File: src/rtl/cvxif_multi_coprocessor.sv
// cvxif_multi_coprocessor: CV-X-IF example coprocessor with a small in-flight buffer.
// Accepts custom-opcode ADD/SUB instructions from the issue port and holds each one
// in a buffer entry. An entry waits for its commit or kill, then runs for a fixed or
// data-dependent number of cycles. Finished results are returned on a ready/valid
// channel, lowest entry index first.
// Ports:
//   clk_i, rst_i           clock, synchronous active-high reset
//   issue_*                issue request (valid/ready) with accept/writeback decode
//   commit_*               commit strobe carrying an id and a kill flag
//   result_*               result channel (valid/ready) with id, data, rd and we
module cvxif_multi_coprocessor #(
    parameter int unsigned XLEN         = 32,
    parameter int unsigned NbRs         = 2,
    parameter int unsigned IdWidth      = 3,
    parameter int unsigned NbEntries    = 4,
    parameter logic [6:0]  CustomOpcode = 7'b1111011,
    parameter int unsigned LatMode      = 0,
    parameter int unsigned FixedLat     = 2
) (
    input  logic                 clk_i,
    input  logic                 rst_i,
    input  logic                 issue_valid_i,
    output logic                 issue_ready_o,
    input  logic [IdWidth-1:0]   issue_id_i,
    input  logic [31:0]          issue_instr_i,
    input  logic [NbRs*XLEN-1:0] issue_rs_i,
    output logic                 issue_accept_o,
    output logic                 issue_writeback_o,
    input  logic                 commit_valid_i,
    input  logic [IdWidth-1:0]   commit_id_i,
    input  logic                 commit_kill_i,
    output logic                 result_valid_o,
    input  logic                 result_ready_i,
    output logic [IdWidth-1:0]   result_id_o,
    output logic [XLEN-1:0]      result_data_o,
    output logic [4:0]           result_rd_o,
    output logic                 result_we_o
);
    localparam int unsigned IdxW = (NbEntries > 1) ? $clog2(NbEntries) : 1;

    typedef enum logic [1:0] {FREE, WAIT_COMMIT, EXEC, DONE} ent_state_e;

    typedef struct packed {
        logic [IdWidth-1:0] id;
        logic [XLEN-1:0]    data;
        logic [4:0]         rd;
        logic               we;
    } ent_t;

    ent_state_e state_q [NbEntries];
    ent_state_e state_d [NbEntries];
    ent_t       ent_q   [NbEntries];
    ent_t       ent_d   [NbEntries];
    logic [3:0] cnt_q   [NbEntries];
    logic [3:0] cnt_d   [NbEntries];

    function automatic logic [3:0] lat_of(input logic [XLEN-1:0] d);
        return (LatMode != 0) ? d[3:0] : 4'(FixedLat);
    endfunction

    // ---------------- decode ----------------
    logic [XLEN-1:0] rs1, rs2, rs3, new_data;
    logic [2:0]      funct3;
    logic            op_ok, dup;
    ent_t            new_ent;
    logic [3:0]      new_lat;
    logic            unused_instr;

    assign rs1 = issue_rs_i[XLEN-1:0];
    assign rs2 = issue_rs_i[2*XLEN-1:XLEN];
    generate
        if (NbRs >= 3) begin : g_rs3
            assign rs3 = issue_rs_i[3*XLEN-1:2*XLEN];
        end else begin : g_no_rs3
            assign rs3 = '0;
        end
    endgenerate

    assign unused_instr = ^issue_instr_i[31:15];
    assign funct3       = issue_instr_i[14:12];
    assign op_ok        = (issue_instr_i[6:0] == CustomOpcode) &&
                          (funct3 inside {3'b000, 3'b001, 3'b010});
    assign new_data     = (funct3 == 3'b001) ? (rs1 - rs2 - rs3) : (rs1 + rs2 + rs3);
    assign new_lat      = lat_of(new_data);

    assign issue_accept_o    = op_ok & ~dup;
    assign issue_writeback_o = issue_accept_o & (funct3 != 3'b010);

    always_comb begin
        new_ent      = '0;
        new_ent.id   = issue_id_i;
        new_ent.data = new_data;
        new_ent.rd   = issue_instr_i[11:7];
        new_ent.we   = (funct3 != 3'b010);
    end

    // ---------------- entry scan ----------------
    // Descending loop so the last hit is the lowest index.
    logic            any_free, any_done;
    logic [IdxW-1:0] alloc_idx, done_idx, sel_idx;

    always_comb begin
        any_free  = 1'b0;
        any_done  = 1'b0;
        dup       = 1'b0;
        alloc_idx = '0;
        done_idx  = '0;
        for (int i = int'(NbEntries) - 1; i >= 0; i--) begin
            if (state_q[i] == FREE) begin
                any_free  = 1'b1;
                alloc_idx = IdxW'(i);
            end
            if (state_q[i] == DONE) begin
                any_done = 1'b1;
                done_idx = IdxW'(i);
            end
            if (state_q[i] != FREE && ent_q[i].id == issue_id_i) dup = 1'b1;
        end
    end

    // ---------------- result channel ----------------
    // Once a result is offered it is pinned until taken, so a lower-index entry
    // finishing later cannot swap the payload under a stalled consumer.
    logic            lock_q;
    logic [IdxW-1:0] lock_idx_q;
    logic            result_pop;

    assign sel_idx        = lock_q ? lock_idx_q : done_idx;
    assign result_valid_o = lock_q | any_done;
    assign result_pop     = result_valid_o & result_ready_i;
    assign result_id_o    = result_valid_o ? ent_q[sel_idx].id   : '0;
    assign result_data_o  = result_valid_o ? ent_q[sel_idx].data : '0;
    assign result_rd_o    = result_valid_o ? ent_q[sel_idx].rd   : '0;
    assign result_we_o    = result_valid_o & ent_q[sel_idx].we;

    // ---------------- per-entry next state ----------------
    logic issue_ready_q, issue_fire, free_next;

    assign issue_ready_o = issue_ready_q;
    assign issue_fire    = issue_valid_i & issue_ready_q & issue_accept_o & any_free;

    // On commit, an entry with latency L spends L cycles in EXEC (cnt counts
    // L-1 .. 0); L=0 skips EXEC and is DONE the next cycle.
    always_comb begin
        for (int i = 0; i < int'(NbEntries); i++) begin
            state_d[i] = state_q[i];
            ent_d[i]   = ent_q[i];
            cnt_d[i]   = cnt_q[i];
            case (state_q[i])
                FREE: begin
                    if (issue_fire && alloc_idx == IdxW'(i)) begin
                        ent_d[i] = new_ent;
                        if (commit_valid_i && commit_id_i == issue_id_i) begin
                            // Same-cycle commit targets the new entry; a kill leaves it FREE.
                            if (!commit_kill_i) begin
                                state_d[i] = (new_lat == 4'd0) ? DONE : EXEC;
                                cnt_d[i]   = new_lat - 4'd1;
                            end
                        end else begin
                            state_d[i] = WAIT_COMMIT;
                        end
                    end
                end
                WAIT_COMMIT: begin
                    if (commit_valid_i && commit_id_i == ent_q[i].id) begin
                        if (commit_kill_i) begin
                            state_d[i] = FREE;
                        end else begin
                            state_d[i] = (lat_of(ent_q[i].data) == 4'd0) ? DONE : EXEC;
                            cnt_d[i]   = lat_of(ent_q[i].data) - 4'd1;
                        end
                    end
                end
                EXEC: begin
                    if (cnt_q[i] == 4'd0) state_d[i] = DONE;
                    else                  cnt_d[i]   = cnt_q[i] - 4'd1;
                end
                DONE: begin
                    if (result_pop && sel_idx == IdxW'(i)) state_d[i] = FREE;
                end
                default: state_d[i] = FREE;
            endcase
        end
    end

    // Ready is a registered view of next-cycle occupancy, so it drops in the
    // cycle right after the last free entry is taken.
    always_comb begin
        free_next = 1'b0;
        for (int i = 0; i < int'(NbEntries); i++) begin
            if (state_d[i] == FREE) free_next = 1'b1;
        end
    end

    always_ff @(posedge clk_i) begin
        if (rst_i) begin
            for (int i = 0; i < int'(NbEntries); i++) begin
                state_q[i] <= FREE;
                ent_q[i]   <= '0;
                cnt_q[i]   <= '0;
            end
            lock_q        <= 1'b0;
            lock_idx_q    <= '0;
            issue_ready_q <= 1'b1;
        end else begin
            for (int i = 0; i < int'(NbEntries); i++) begin
                state_q[i] <= state_d[i];
                ent_q[i]   <= ent_d[i];
                cnt_q[i]   <= cnt_d[i];
            end
            lock_q        <= result_valid_o & ~result_ready_i;
            lock_idx_q    <= sel_idx;
            issue_ready_q <= free_next;
        end
    end
endmodule

File: config.mk
export PLATFORM = sky130hd
export DESIGN_NAME = cvxif_multi_coprocessor
export DESIGN_NICKNAME = d
export VERILOG_FILES = /design/src/rtl/cvxif_multi_coprocessor.sv
export SDC_FILE = /design/constraint.sdc
export NUM_CORES = 1
export LEC_CHECK = 0
export CORE_ASPECT_RATIO = 0.75
export CORE_MARGIN = 2
export CORE_UTILIZATION = 50
export DETAILED_ROUTE_END_ITERATION = 6
export PLACE_DENSITY = 0.77
export SYNTH_ARGS = -nofsm -noshare
export SYNTH_HDL_FRONTEND = slang
export SYNTH_SLANG_ARGS = --single-unit
File: constraint.sdc
create_clock -name clk_i -period 4.03 [get_ports clk_i]
set_clock_uncertainty 0.2 [all_clocks]
set_input_delay 0.403 -clock clk_i [delete_from_list [all_inputs] [get_ports clk_i]]
set_output_delay 0.403 -clock clk_i [all_outputs]
set_load 0.01 [all_outputs]
==> results.py, run 1 <==
metrics = {
    "routing": {
        "wl_per_cell_um": 17.70,
        "drtAntennaViolNets": 0,
        "routed_vias_inst": 5.895,
        "firstDrtPassIters": 6,
        "detailroute.via_count": 11590,
        "drt_wl_total_mm": 34.80,
        "drc_errors": 0,
        "drt-initial-drc-count": 1052,
    },
    "synth": {
        "synth-edff-count": 0,
        "yosysWarnings": 0,
        "yosys.cell_count.top_type": "nand2_1",
        "syn_area_um2": 11520,
        "yosysTopAreaCellShare_pct": 33.36,
        "synthTopCellsByCount": "nand2_1, dfxtp_1, a21oi_1",
        "postSynth.topFlopCell": "dfxtp_1",
        "synth.area.top_cells": "dfxtp_1, nand2_1, mux4_2, a21oi_1, ha_1",
        "syn_avg_cell_area_um2": 8.041,
        "syn-instance-count": 1433,
        "synth-async-reset-ratio_pct": 0,
        "ys_seq_area_share_pct": 33.36,
        "synth_cell_type_count": 79,
        "mappedNetlistNets": 1582,
        "flop_and_latch_count_out_of_synthesis": 192,
        "post-synth-top-area-cell": "dfxtp_1",
    },
    "floorplan": {
        "floorplan.rows": 48,
        "floorplan.die.width_um": 179.3,
        "fp.dieH_um": 135.5,
        "initial_utilization_pct": 50.49,
        "top_level_ports": 153,
        "core_um2": 22820,
        "design.die.area_um2": 24290,
    },
    "finish": {
        "final_cells": 1966,
        "antenna-diode-count": 0,
        "proportion_of_layout_cells_with_a_drive_suffix_above_1_pct": 17.29,
        "finish.net_count": 1802,
        "area.growth.synth_to_final_pct": 29.91,
    },
    "power_and_ir_drop": {
        "cellPowerDensity_nw_per_um2": 308.0,
        "irDropWorstVdd_mv": 0.3086,
        "power.total_mw": 4.611,
        "total_leakage_power_nw": 5.603,
    },
    "place": {
        "placement.io_buffers": 135,
        "placement.setup.worst_slack_ns": -0.5850,
        "place.gp.congestion": 0.9050,
        "hpwl_mm": 24.02,
        "numPlacedInstances": 1925,
    },
    "setup_path": {
        "critPathMaxFanout": 4,
        "critPathLaunch": "issue_rs_i[35]",
        "timing.critical_path.arrival_ns": 4.03,
        "setup.worst_path.class": "in -> reg",
        "timing.rr.start": "state_q[0][1]$_SDFF_PP0_",
        "r2r_cells": 8,
        "internal_reg_to_reg_setup_slack_ns": 1.02,
        "worstPathRequired_ns": 4.20,
        "worstSetupEndpointType": "flip-flop",
        "reg2reg_to": "issue_ready_o$_SDFF_PP1_",
        "start_kind": "primary input",
    },
    "global_route": {
        "grt_max_degree": 70,
        "grt_ovf": 0,
        "track_usage_pct": 28.71,
        "grt_antenna_before_repair": 0,
        "grt_pass1_vias": 11220,
        "global_route_wire_length_before_repair_mm": 55.81,
    },
    "clock_tree": {
        "tritoncts.num_buffers": 17,
        "clock_sinks": 192,
        "worstSkewPairLatency_ns": 0.44,
        "h-tree-depth": 4,
        "clockBufferDepth": 2,
        "clock_tree.root_cell": "clkbuf_16",
        "clkTransAtPathRegs_ns": 0.08,
        "cts_tree": "yes",
    },
    "sta": {
        "max_freq_mhz": 258.9,
        "finalHoldViolCount": 0,
        "period_share_pct": 95.86,
        "maxSlewViolCount": 0,
        "final_critical_path_setup_slack_ns": 0.1670,
        "setup-violations-final": 0,
        "holdWs_ns": 0.2565,
        "max_slew_margin_pct": 46.78,
        "timing_worst_slew_pin_value_ns": 0.7982,
        "fin_crit_ns": 3.863,
    },
    "status": {
        "run_status": "complete, no violations",
    },
    "min_path": {
        "hold_end": "ent_q[0][7]$_SDFFE_PP0P_",
        "min_from": "ent_q[0][7]$_SDFFE_PP0P_",
        "min_delay_path_depth": 2,
        "min_path_type": "reg -> reg",
    },
    "job": {
        "cap_viol_max_count": 0,
    },
}
[power breakdown]
| group | leakage (nW) | internal, mW | switching [mW] | total, mW |
|---|---|---|---|---|
| Combinational | 3.77 | 0.477 | 0.556 | 1.03 |
| Clock | 0.285 | 0.843 | 0.833 | 1.68 |
| Sequential | 1.55 | 1.90 | 0.00444 | 1.90 |
[worst max-delay path, stage by stage]
cell and delay, ns:
clkdlybuf4s50_1 0.46, nor2_4 0.14, buf_4 0.14, nand4_1 0.09, buf_4 0.17, buf_4 0.15
nand2_1 0.08, xor2_1 0.07, ha_1 0.31, and2_4 0.16, nand3_2 0.09, a2111oi_4 0.43
nor4_2 0.09, buf_4 0.16, o31a_1 0.27, buf_4 0.15, buf_4 0.14, o211ai_1 0.19
buf_4 0.17, nand2_1 0.06, a21oi_1 0.12
[cells in the final DEF, fill, tap and decap left out, types with 9 or more instances in the layout]
master	netlist	final
a211oi_1	26	22
a21o_1	11	11
a21oi_1	154	152
a31oi_1	12	12
and2_1	49	48
and3_1	14	12
buf_4	8	160
clkbuf_16	0	17
clkdlybuf4s50_1	0	124
dfxtp_1	192	192
dlymetal6s2s_1	0	10
ha_1	40	39
inv_1	31	31
mux4_2	41	41
nand2_1	277	275
nand3_1	49	48
nand4_1	19	19
nor2_1	88	85
nor3_1	45	44
o211ai_1	9	9
o21a_1	11	11
o21ai_0	46	43
o21ai_1	9	11
xnor2_1	45	44
xor2_1	33	33
[stage by stage]
stage | util (%) | setup TNS [ns] | cell area, µm²
after detailed placement | 61.73 | -22.63 | 14090
final | 65.59 | 0 | 14970
after global placement | 61.73 | -16.24 | 14090
after global routing | 65.59 | -0.3385 | 14970
after floorplan | - | 0 | 11520
after CTS | 64.66 | 0 | 14760
[area by class of cell]
cell class | count | area (µm²)
repair buffers | 300 | 2688
clock inverters | 14 | 142.6
flip-flops and latches | 192 | 3844
well taps | 300 | 375.4
multi-input cells | 1110 | 7360
inverters | 32 | 120.1
clock buffers | 18 | 439.2
fillers | 1850 | 7854
[per-layer routing]
layer / vias up / track usage, % / routed length, µm
met3: 59 / 4.966 / 2454
met1: 5543 / 39.85 / 15380
met2: 461 / 45.83 / 16210
met4: 0 / 8.602 / 756
li1: 5526 / - / -
met5: - / 0 / 0
[what timing repair did]
item / 4_1_cts / 5_1_grt
resized for setup: 8 / 44
hold buffers: 0 / 0
pin swaps: 5 / 24
endpoints found under the setup margin: 26 / 58
buffers inserted: 5 / 4
[worst max path at each step]
stage                                end  slack [ns]  cells past startpoint
6_report       ent_q[1][30]$_SDFFE_PP0P_        0.17                     21
2_1_floorplan  ent_q[3][36]$_SDFFE_PP0P_        0.24                     14
5_1_grt        ent_q[1][37]$_SDFFE_PP0P_       -0.09                     19
3_5_place_dp   ent_q[3][34]$_SDFFE_PP0P_       -0.59                     19
4_1_cts        ent_q[2][37]$_SDFFE_PP0P_        0.02                     18
3_3_place_gp   ent_q[3][34]$_SDFFE_PP0P_       -0.49                     19
[kinds of logic after synthesis]
family / synth area share (%)
DFF: 33.36
muxes: 8.535
adders and majority gates: 4.517
xor gates and xnor gates: 5.929
AOI/OAI and AO/OA: 17.83
buffers and inverters: 4.810
and+or+nand+nor: 25.02
[sequential cells by signal, indices dropped and copies added (netlist names)]
signal         cells
cnt_q             16
lock_idx_q         2
issue_ready_o      1
lock_q             1
ent_q            164
state_q            8
(Power assumes the default switching activity.)
==> inputs of run 2 (changes only) <==
--- a/config.mk
+++ b/config.mk
@@ -9,7 +9,7 @@
 export CORE_MARGIN = 2
 export CORE_UTILIZATION = 50
 export DETAILED_ROUTE_END_ITERATION = 6
-export PLACE_DENSITY = 0.77
+export PLACE_DENSITY = 0.84
 export SYNTH_ARGS = -nofsm -noshare
 export SYNTH_HDL_FRONTEND = slang
 export SYNTH_SLANG_ARGS = --single-unit
==> results.py, run 2 (synthesis results as in run 1) <==
metrics = {
    "status": {
        "run_status": "complete, no violations",
    },
    "routing": {
        "drt-initial-drc-count": 1135,
        "drt_wl_total_mm": 35.90,
        "drtAntennaViolNets": 0,
        "routed_vias_inst": 6.009,
        "wl_per_cell_um": 18.21,
        "drc_errors": 0,
        "detailroute.via_count": 11840,
        "firstDrtPassIters": 7,
    },
    "job": {
        "cap_viol_max_count": 0,
    },
    "clock_tree": {
        "clockBufferDepth": 2,
        "clock_sinks": 192,
        "cts_tree": "yes",
        "clkTransAtPathRegs_ns": 0.07,
        "worstSkewPairLatency_ns": 0.43,
        "tritoncts.num_buffers": 17,
        "clock_tree.root_cell": "clkbuf_16",
        "h-tree-depth": 4,
    },
    "finish": {
        "final_cells": 1971,
        "proportion_of_layout_cells_with_a_drive_suffix_above_1_pct": 17.53,
        "antenna-diode-count": 0,
        "largest_registers": "ent_q: 164 flops, cnt_q: 16 flops, state_q: 8 flops",
        "area.growth.synth_to_final_pct": 30.81,
        "mostFrequentLayoutCell": "nand2_1",
        "registers.top_by_ff_count": "ent_q",
        "final_area_um2": 15070,
        "most_used_cells_in_the_layout_excluding_fill_and_tap_cells": "nand2_1, dfxtp_1, buf_4, a21oi_1, clkdlybuf4s50_1",
        "multi_input_logic_area_um2": 7386,
        "largest_register_ffs": 164,
        "finish.net_count": 1807,
        "fill_cells": 1720,
        "regArea_um2": 3844,
    },
    "place": {
        "hpwl_mm": 24.90,
        "numPlacedInstances": 1929,
        "place.gp.congestion": 0.9235,
        "placement.io_buffers": 135,
        "placed_area_um2": 14120,
    },
    "sta": {
        "timing_worst_slew_pin_value_ns": 0.7816,
        "maxSlewViolCount": 0,
        "finalHoldViolCount": 0,
        "period_share_pct": 98.26,
        "max_slew_margin_pct": 47.89,
        "setup-violations-final": 0,
        "max_freq_mhz": 252.5,
        "fin_crit_ns": 3.960,
    },
    "floorplan": {
        "fp.dieH_um": 135.5,
        "initial_utilization_pct": 50.49,
        "floorplan.die.width_um": 179.3,
        "core_um2": 22820,
        "floorplan.rows": 48,
        "top_level_ports": 153,
        "design.die.area_um2": 24290,
    },
    "global_route": {
        "grt_max_degree": 77,
        "grt_ovf": 0,
        "grt_antenna_before_repair": 0,
        "track_usage_pct": 29.32,
        "global_route_wire_length_before_repair_mm": 57.02,
        "grt_pass1_vias": 11480,
    },
    "power_and_ir_drop": {
        "total_leakage_power_nw": 5.643,
        "total_switching_power_mw": 1.331,
        "irDropWorstVdd_mv": 0.3430,
        "seq_power_share_pct": 40.1,
        "power_frac_clock_pct": 38.2,
        "cellPowerDensity_nw_per_um2": 314.8,
        "power_switching_share_pct": 28.05,
        "power.internal_mw": 3.414,
        "share_comb_of_total_power_pct": 21.7,
    },
    "setup_path": {
        "worstPathRequired_ns": 4.20,
        "critPathLaunch": "issue_instr_i[13]",
        "worstSetupEndpointType": "flip-flop",
        "critPathMaxFanout": 6,
        "timing.critical_path.arrival_ns": 4.13,
        "start_kind": "primary input",
        "setup.worst_path.class": "in -> reg",
        "timing.rr.start": "state_q[1][1]$_SDFF_PP0_",
    },
    "min_path": {
        "min_path_type": "in -> reg",
        "min_from": "rst_i",
    },
}
## run 2: critical path, stage by stage
cell and delay, ns:
clkdlybuf4s50_1 0.50, nor2_1 0.07, and2_2 0.23, buf_4 0.17, a21oi_1 0.16, xnor2_1 0.14
ha_1 0.27, buf_4 0.17, a21o_1 0.19, a22oi_2 0.23, o22ai_2 0.13, nor4_1 0.35
buf_4 0.19, o31a_1 0.20, nor3_2 0.10, or4_1 0.53, nand4_1 0.08
## run 2: routing by layer
layer / share of wire (%) / routed length (µm) / global-route usage [%] / up-vias
li1: - / - / - / 5523
met1: 42 / 15030 / 38.89 / 5612
met2: 47 / 16800 / 48.21 / 606
met3: 8.0 / 2869 / 4.714 / 103
met4: 3.4 / 1207 / 10.93 / 0
met5: 0 / 0 / 0 / -
## run 2: timing repair
action                                  CTS  global route
pin swaps                                 3            23
endpoints found under the setup margin   31            44
resized for setup                         8            52
setup buffers                             4             6
hold buffers                              0             0
## run 2: final timing paths
| path | end | slack [ns] | cells after the start |
|---|---|---|---|
| worst max-delay path | ent_q[3][36]$_SDFFE_PP0P_ | 0.07 | 17 |
| worst min register to register | ent_q[3][19]$_SDFFE_PP0P_ | 0.25 | 2 |
| worst max register to register | ent_q[3][31]$_SDFFE_PP0P_ | 0.93 | 8 |
| worst min-delay path | cnt_q[0][1]$_SDFFE_PP0P_ | 0.25 | 2 |
## run 2: final cells by class
class | instances | share of cell area (%)
multi-input cells | 1110 | 49.00
flip-flops and latches | 192 | 25.50
repair buffers | 305 | 18.11
clock buffers | 20 | 2.897
well taps | 300 | 2.490
clock inverters | 12 | 1.204
inverters | 32 | 0.7969
## run 2: stage by stage
step	utilization (%)	setup TNS (ns)	setup WS, ns	power (mW)	hold WS [ns]
global route	66.04	-0.3383	-0.05518	4.893	0.2512
global placement	61.86	-14.40	-0.4981	2.872	0.2392
floorplan	-	0	0.2357	2.447	0.2331
CTS	64.93	0	0.006651	4.684	0.2223
finish	66.04	0	0.07019	4.745	0.2459
detailed placement	61.86	-22.93	-0.6581	2.899	0.2439
## run 2: power by group through the flow
stage                     Sequential, mW  Combinational, mW  Clock, mW
after floorplan                     1.94              0.503          0
after global placement              1.95              0.926          0
after detailed placement            1.95              0.953          0
after CTS                           1.90              0.971       1.81
after global routing                1.90               1.10       1.89
final                               1.90               1.03       1.81
